## src/rtl/sender_pkg.sv

```systemverilog
// Shared definitions for the serial frame Sender and its upstream arbiter.
// Latency: n/a (types and constants only).
// Backpressure: n/a.
package sender_pkg;

    // Sender frame width and the cycles one frame occupies (1 READY + 42 SEND)
    localparam int FRAME_W    = 40;
    localparam int SENDER_GAP = 43;

    typedef enum logic [1:0] {
        IDLE  = 2'd0,
        ISSUE = 2'd1,
        WAIT  = 2'd2
    } state_t;

    // WAIT-counter load giving exactly `gap` cycles between issue pulses:
    // ISSUE (1) + WAIT (load+1) + IDLE handshake (1) = gap.
    function automatic int gap_load(input int gap);
        return (gap > 3) ? (gap - 3) : 0;
    endfunction

endpackage

```

## src/rtl/sender_arbiter_if.sv

```systemverilog
// Requester/Sender-side bundle of the sender arbiter.
// Latency: n/a (wires only).
// Backpressure: req_ready is the grant; out_valid is a bare pulse with no ready.
interface sender_arbiter_if #(
    parameter int N_REQ   = 3,
    parameter int FRAME_W = sender_pkg::FRAME_W
);
    logic [N_REQ-1:0]         req_valid;
    logic [N_REQ*FRAME_W-1:0] req_data;
    logic [N_REQ-1:0]         req_ready;
    logic [FRAME_W-1:0]       out_data;
    logic                     out_valid;
    logic                     sender_loss;
    logic                     clear_err;
    logic                     busy;
    logic [2:0]               grant_id;
    logic                     loss_err;

    // Environment side: requesters plus the Sender's loss flag
    modport master (
        output req_valid, req_data, sender_loss, clear_err,
        input  req_ready, out_data, out_valid, busy, grant_id, loss_err
    );

    // Arbiter side
    modport slave (
        input  req_valid, req_data, sender_loss, clear_err,
        output req_ready, out_data, out_valid, busy, grant_id, loss_err
    );
endinterface

```

## src/rtl/sender_arbiter_rr_pick.sv

```systemverilog
// Round-robin winner search: first set request above ptr, wrapping to 0.
// Latency: purely combinational.
// Backpressure: none; any=0 when no request is pending.
module rr_pick #(
    parameter int N_REQ = 3,
    parameter int IDX_W = 3
) (
    input  logic [N_REQ-1:0] req,
    input  logic [IDX_W-1:0] ptr,
    output logic [N_REQ-1:0] gnt,
    output logic [IDX_W-1:0] idx,
    output logic             any
);

    // Two passes: indices above ptr first, then the wrapped range 0..ptr
    always_comb begin
        gnt = '0;
        idx = '0;
        any = 1'b0;
        for (int j = 0; j < N_REQ; j++) begin
            if (!any && (j > int'(ptr)) && req[j]) begin
                gnt[j] = 1'b1;
                idx    = IDX_W'(j);
                any    = 1'b1;
            end
        end
        for (int j = 0; j < N_REQ; j++) begin
            if (!any && (j <= int'(ptr)) && req[j]) begin
                gnt[j] = 1'b1;
                idx    = IDX_W'(j);
                any    = 1'b1;
            end
        end
    end

endmodule

```

## src/rtl/sender_arbiter.sv

```systemverilog
// Round-robin arbiter sharing one serial frame Sender between N_REQ requesters.
// Latency: out_valid pulses 1 cycle after the req handshake; pulses >= GAP_CYCLES apart.
// Backpressure: req_ready only in IDLE; SENDER_ARB_PRIO0_EN gives requester 0 absolute priority.
module sender_arbiter
    import sender_pkg::*;
#(
    parameter int N_REQ      = 3,
    parameter int FRAME_W    = sender_pkg::FRAME_W,
    parameter int GAP_CYCLES = SENDER_GAP
) (
    input  logic           clk,
    input  logic           n_reset,
    sender_arbiter_if.slave bus
);

    localparam int IDX_W = 3;
    localparam int CNT_W = $clog2(GAP_CYCLES) + 1;
    localparam int LOAD  = gap_load(GAP_CYCLES);
    localparam logic [IDX_W-1:0] PTR_RST = IDX_W'(N_REQ - 1);

    state_t             state_q, state_d;
    logic [CNT_W-1:0]   cnt_q, cnt_d;
    logic [IDX_W-1:0]   ptr_q, ptr_d;
    logic [IDX_W-1:0]   grant_q, grant_d;
    logic [FRAME_W-1:0] out_data_q, out_data_d;
    logic               out_valid_q, out_valid_d;
    logic               busy_q, busy_d;
    logic               loss_q, loss_d;
    // Keeps req_ready low while reset is held, even with requests pending
    logic               arm_q, arm_d;

    logic [N_REQ-1:0]   rr_gnt;
    logic [IDX_W-1:0]   rr_idx;
    logic               rr_any;

    logic [N_REQ-1:0]   win_gnt;
    logic [IDX_W-1:0]   win_idx;
    logic               win_any;
    logic               win_upd_ptr;
    logic               take;

    rr_pick #(
        .N_REQ (N_REQ),
        .IDX_W (IDX_W)
    ) u_rr_pick (
        .req (bus.req_valid),
        .ptr (ptr_q),
        .gnt (rr_gnt),
        .idx (rr_idx),
        .any (rr_any)
    );

`ifdef SENDER_ARB_PRIO0_EN
    // Requester 0 pre-empts the rotation and leaves the pointer untouched
    always_comb begin
        win_any = rr_any;
        if (bus.req_valid[0]) begin
            win_gnt     = {{(N_REQ-1){1'b0}}, 1'b1};
            win_idx     = '0;
            win_upd_ptr = 1'b0;
        end else begin
            win_gnt     = rr_gnt;
            win_idx     = rr_idx;
            win_upd_ptr = 1'b1;
        end
    end
`else
    // Pure round-robin across all requesters
    always_comb begin
        win_any     = rr_any;
        win_gnt     = rr_gnt;
        win_idx     = rr_idx;
        win_upd_ptr = 1'b1;
    end
`endif

    // Grant is offered only in IDLE; the winner is valid by construction,
    // so an offered grant is always a transfer on the next edge
    assign take          = (state_q == IDLE) && arm_q && win_any;
    assign bus.req_ready = take ? win_gnt : '0;

    // Next-state, counter, frame latch and sticky error computation
    always_comb begin
        state_d     = state_q;
        cnt_d       = cnt_q;
        ptr_d       = ptr_q;
        grant_d     = grant_q;
        out_data_d  = out_data_q;
        out_valid_d = 1'b0;
        arm_d       = 1'b1;

        case (state_q)
            IDLE: begin
                if (take) begin
                    out_data_d  = bus.req_data[int'(win_idx)*FRAME_W +: FRAME_W];
                    grant_d     = win_idx;
                    if (win_upd_ptr) begin
                        ptr_d = win_idx;
                    end
                    out_valid_d = 1'b1;
                    state_d     = ISSUE;
                end
            end
            ISSUE: begin
                if (GAP_CYCLES > 2) begin
                    cnt_d   = CNT_W'(LOAD);
                    state_d = WAIT;
                end else begin
                    state_d = IDLE;
                end
            end
            WAIT: begin
                if (cnt_q == '0) begin
                    state_d = IDLE;
                end else begin
                    cnt_d = cnt_q - 1'b1;
                end
            end
            default: begin
                state_d = IDLE;
            end
        endcase

        busy_d = (state_d != IDLE);

        // A new loss in the same cycle as a clear must not be lost
        if (bus.sender_loss) begin
            loss_d = 1'b1;
        end else if (bus.clear_err) begin
            loss_d = 1'b0;
        end else begin
            loss_d = loss_q;
        end
    end

    // FSM and output registers
    always_ff @(posedge clk or negedge n_reset) begin
        if (!n_reset) begin
            state_q     <= IDLE;
            cnt_q       <= '0;
            ptr_q       <= PTR_RST;
            grant_q     <= '0;
            out_data_q  <= '0;
            out_valid_q <= 1'b0;
            busy_q      <= 1'b0;
            loss_q      <= 1'b0;
            arm_q       <= 1'b0;
        end else begin
            state_q     <= state_d;
            cnt_q       <= cnt_d;
            ptr_q       <= ptr_d;
            grant_q     <= grant_d;
            out_data_q  <= out_data_d;
            out_valid_q <= out_valid_d;
            busy_q      <= busy_d;
            loss_q      <= loss_d;
            arm_q       <= arm_d;
        end
    end

    assign bus.out_data  = out_data_q;
    assign bus.out_valid = out_valid_q;
    assign bus.busy      = busy_q;
    assign bus.grant_id  = grant_q;
    assign bus.loss_err  = loss_q;

endmodule

```

## src/flat_wrapper.sv

```systemverilog
// flat-port wrapper written by rule: the top's interface ports become plain ports
module sender_arbiter_flat import sender_pkg::*;
#(
    parameter int N_REQ      = 3,
    parameter int FRAME_W    = sender_pkg::FRAME_W,
    parameter int GAP_CYCLES = SENDER_GAP
)
  (clk, n_reset, bus_req_valid, bus_req_data, bus_sender_loss, bus_clear_err, bus_req_ready, bus_out_data, bus_out_valid, bus_busy, bus_grant_id, bus_loss_err);
  sender_arbiter_if #(.N_REQ(N_REQ), .FRAME_W(FRAME_W)) bus_i ();
  input  logic clk;
  input  logic n_reset;
  input wire logic [$bits(bus_i.req_valid)-1:0] bus_req_valid;
  input wire logic [$bits(bus_i.req_data)-1:0] bus_req_data;
  input wire logic [$bits(bus_i.sender_loss)-1:0] bus_sender_loss;
  input wire logic [$bits(bus_i.clear_err)-1:0] bus_clear_err;
  output wire logic [$bits(bus_i.req_ready)-1:0] bus_req_ready;
  output wire logic [$bits(bus_i.out_data)-1:0] bus_out_data;
  output wire logic [$bits(bus_i.out_valid)-1:0] bus_out_valid;
  output wire logic [$bits(bus_i.busy)-1:0] bus_busy;
  output wire logic [$bits(bus_i.grant_id)-1:0] bus_grant_id;
  output wire logic [$bits(bus_i.loss_err)-1:0] bus_loss_err;
  assign bus_i.req_valid = bus_req_valid;
  assign bus_i.req_data = bus_req_data;
  assign bus_i.sender_loss = bus_sender_loss;
  assign bus_i.clear_err = bus_clear_err;
  assign bus_req_ready = bus_i.req_ready;
  assign bus_out_data = bus_i.out_data;
  assign bus_out_valid = bus_i.out_valid;
  assign bus_busy = bus_i.busy;
  assign bus_grant_id = bus_i.grant_id;
  assign bus_loss_err = bus_i.loss_err;
  sender_arbiter #(.N_REQ(N_REQ), .FRAME_W(FRAME_W), .GAP_CYCLES(GAP_CYCLES)) u_core (.clk(clk), .n_reset(n_reset), .bus(bus_i));
endmodule
```

## config.mk

```make
export PLATFORM = sky130hd
export DESIGN_NAME = sender_arbiter_flat
export DESIGN_NICKNAME = d
export VERILOG_FILES = /design/src/rtl/sender_pkg.sv /design/src/rtl/sender_arbiter_if.sv /design/src/rtl/sender_arbiter_rr_pick.sv /design/src/rtl/sender_arbiter.sv /design/src/flat_wrapper.sv
export SDC_FILE = /design/constraint.sdc
export NUM_CORES = 1
export LEC_CHECK = 0
export ABC_AREA = 1
export BUFFER_PORTS_ARGS = -buffer_cell sky130_fd_sc_hd__buf_2
export CAP_MARGIN = 10
export CORE_MARGIN = 2
export CORE_UTILIZATION = 46
export DETAILED_ROUTE_END_ITERATION = 12
export GPL_TIMING_DRIVEN = 0
export PLACE_DENSITY = 0.81
export SLEW_MARGIN = 5
export SYNTH_ARGS = -nofsm -noshare
export SYNTH_HDL_FRONTEND = slang
export SYNTH_SLANG_ARGS = --single-unit
```

## constraint.sdc

```tcl
create_clock -name clk -period 1.7 [get_ports clk]
set_input_delay 0.425 -clock clk [delete_from_list [all_inputs] [get_ports clk]]
set_output_delay 0.425 -clock clk [all_outputs]
set_load 0.05 [all_outputs]
```

==> impl_metrics.csv <==
group,metric,value,unit
sta,tns,-0.6549,ns
worst_setup_path,cp-end-kind,"output pin",
sta,rsz0062_at_grt,"yes",
floorplanning,die_area,0.008025,mm^2
sta,setup_violations,3,
outcome,violations,"setup timing",
logic_synthesis,ys_warn_count,0,
routing,viasPerCell,4.967,
worst_setup_path,cp.arrival,1.52,ns
logic_synthesis,synth.distinct_cells,30,
sta,whs,0.1554,ns
clock_tree,cts_tree,"built",
sta,skew,0.006546,ns
sta,min_period,1.946,ns
placement,dp_slack,-0.4059,ns
logic_synthesis,syn-cell-area,0.003369,mm^2
worst_setup_path,crit_required,1.27,ns
logic_synthesis,synth.top_cell.area_share,40.85,%
sta,relSlewSlack,51.86,%
routing,drt_iter0_drc,192,
worst_setup_path,rrSetupSlack,0.08,ns
pwr,irDropWorstVdd,0.9544,mV
final_layout,final_cell_area,0.004758,mm^2
clock_tree,cts_hold_buf,0,
worst_setup_path,path_max_fanout,10,
sta,finalCritPeriodShare,114.5,%
routing,postRouteAntennaNets,0,
global_routing,grt_pass1_vias,3559,
placement,port_buffers,174,
clock_tree,clk-insertion-delay-late,0.31,ns
clock_tree,cts_max_level,2,
final_layout,drive_gt1_share,35.62,%
clock_tree,cts_buffer_depth,2,
floorplanning,start_util,46.96,%
routing,dr.pass1.iters,4,
routing,drc,0,
logic_synthesis,synth_fp_nets,613,
worst_setup_path,cp-startpoint,"u_core.state_q[0]$_DFF_PN0_",
worst_setup_path,reg2reg_from,"u_core.ptr_q[1]$_DFFE_PN1P_",
clock_tree,numCtsBuffers,5,
floorplanning,die_x,89.59,um
clock_tree,clock_sinks,56,
pwr,leakagePower,0.002751,uW
routing,wl_per_cell,13.26,um
global_routing,overflow,0,
logic_synthesis,synth_top_cell_by_area,"dfrtp_1",
logic_synthesis,synthTopCellsByArea,"dfrtp_1 (41%), nand3_1 (14%), a21oi_1 (10%), inv_1 (10%), nand2_1 (8.5%)",
outcome,outcome,"finished with violations",
clock_tree,clock-root-buffer,"clkbuf_8",
global_routing,grt_util_all_layers,24.91,%
sta,setup_ws,-0.2457,ns
floorplanning,fp-row-count,31,
logic_synthesis,postSynthCellCount,485,
worst_setup_path,crit_path_start_kind,"register",
floorplanning,io_pins,176,
sta,hold_violations,0,
pwr,finalPower,8547,uW
placement,dp_hpwl,7734,um
global_routing,antenna_found_initial,0,
final_layout,area_growth_syn_to_layout,41.22,%
global_routing,grt_max_degree,57,
sta,fmax,0.5140,GHz
floorplanning,die_h,89.59,um
logic_synthesis,avgSynthCellArea,6.947,um^2
sta,max_slew.worst_pin.slew,0.7222,ns
worst_setup_path,critPathKind,"reg -> out",
floorplanning,coreArea,0.007176,mm^2
final_layout,fin_nets,812,
global_routing,grt_pass1_wl,15730,um
routing,wirelength,10400,um
logic_synthesis,ys_seq_elements,56,
pwr,p_per_area,1796,mW/mm^2
job,drv_cap,0,
placement,place_congestion,0.8028,
placement,place_area,0.004370,mm^2
routing,vias,3894,
sta,slew_violations,0,
min_path,hold_class,"in -> async",
final_layout,antennaDiodeCount,0,
logic_synthesis,synth_seq_area_share,41.63,%
clock_tree,clk_pin_slew,0.09,ns
==> final cells by class <==
cell class | instances | area, um^2
clock buffers | 8 | 90.09
plain buffers | 28 | 224.0
inverters | 94 | 377.9
repair buffers | 191 | 1041
fillers | 661 | 2417
multi-input cells | 307 | 1490
flip-flops and latches | 56 | 1403
well taps | 99 | 123.9
repair inverters | 1 | 8.758
==> placed cells by master (no fill, tap or decap), types with 6 or more instances in the layout <==
| cell | n |
|---|---|
| buf_2 | 176 |
| clkbuf_8 | 6 |
| dfrtp_1 | 55 |
| buf_6 | 6 |
| nand2_1 | 74 |
| nand3_1 | 91 |
| nor2_1 | 43 |
| buf_4 | 25 |
| a21oi_1 | 65 |
| inv_1 | 91 |
| nand3b_1 | 6 |
==> synth_stat cells (all sizes together) <==
cell type  number
a21oi          69
nand3b          6
conb            2
dfrtp          55
or2             1
o21bai          2
inv            93
nand3          92
nand4           2
nor3b           1
clkbuf          1
clkinv          1
nor2           46
buf            27
xnor2           1
o21ai           4
dfstp           1
ha              1
nand2          79
a211oi          1
==> worst max-delay path, stage by stage (launching register included) <==
cell and delay [ns]:
dfrtp_1 0.40, nor3b_2 0.21, nand2_2 0.09, buf_8 0.15
buf_8 0.13, nor2_4 0.09, buf_8 0.15
==> per-stage QoR <==
step                instances  util [%]
finish                    784     66.31
global route              784     66.31
CTS                       781     65.06
detailed placement        758     60.91
global placement          758     60.91
floorplan                 485         -
==> cell families (layout without fill, tap and decap cells) <==
logic type / count (synthesis) / in the layout / share of synthesized area, %
and+or+nand+nor: 227 / 227 / 30.67
buffers and inverters: 122 / 322 / 15.34
AOI/OAI and AO/OA: 76 / 76 / 11.51
DFF: 56 / 56 / 41.63
other: 2 / 2 / 0.2229
adders and majority gates: 1 / 1 / 0.3713
xor gates and xnor gates: 1 / 1 / 0.2600
==> power breakdown <==
part | switching, uW | internal (uW) | leakage [uW]
Combinational | 3810 | 1660 | 0.00206
Clock | 436 | 334 | 0.0000455
Sequential | 354 | 1950 | 0.000643
Total | 4600 | 3950 | 0.00275
==> path summary, 6_finish.rpt <==
path / to / depth (start not counted)
worst min-delay path: u_core.bus.out_data[14]$_DFFE_PN0P_ / 1
max in group asynchronous: u_core.state_q[0]$_DFF_PN0_ / 1
worst max register to register: u_core.bus.out_data[7]$_DFFE_PN0P_ / 7
min in group clk: u_core.bus.loss_err$_DFFE_PN0P_ / 2
worst max-delay path: bus_req_ready[0] / 6
worst min register to register: u_core.bus.grant_id[1]$_DFFE_PN0P_ / 2
==> state kept, by name, summed over array words and instances, names as in the netlist <==
| register | count |
|---|---|
| u_core.bus.grant_id | 2 |
| u_core.state_q | 2 |
| u_core.bus.busy | 1 |
| u_core.bus.loss_err | 1 |
| u_core.cnt_q | 7 |
| u_core.arm_q | 1 |
| u_core.bus.out_valid | 1 |
| u_core.bus.out_data | 40 |
| u_core.ptr_q | 1 |
==> routing by layer <==
layer  vias up  track usage, %  part of all wire, %
li1       1915               -                    -
met1      1810           31.11                   41
met2       150           43.58                   51
met3        19           3.748                  6.3
met4         0           9.091                  2.1
met5         -               0                    0
==> timing repair <==
action	in CTS	in global routing
buffers inserted	15	3
setup endpoints to repair	3	44
gates resized for setup	28	17
pin swaps	7	4
gates cloned	0	2
Note: power is estimated with default switching activity, not from simulation.
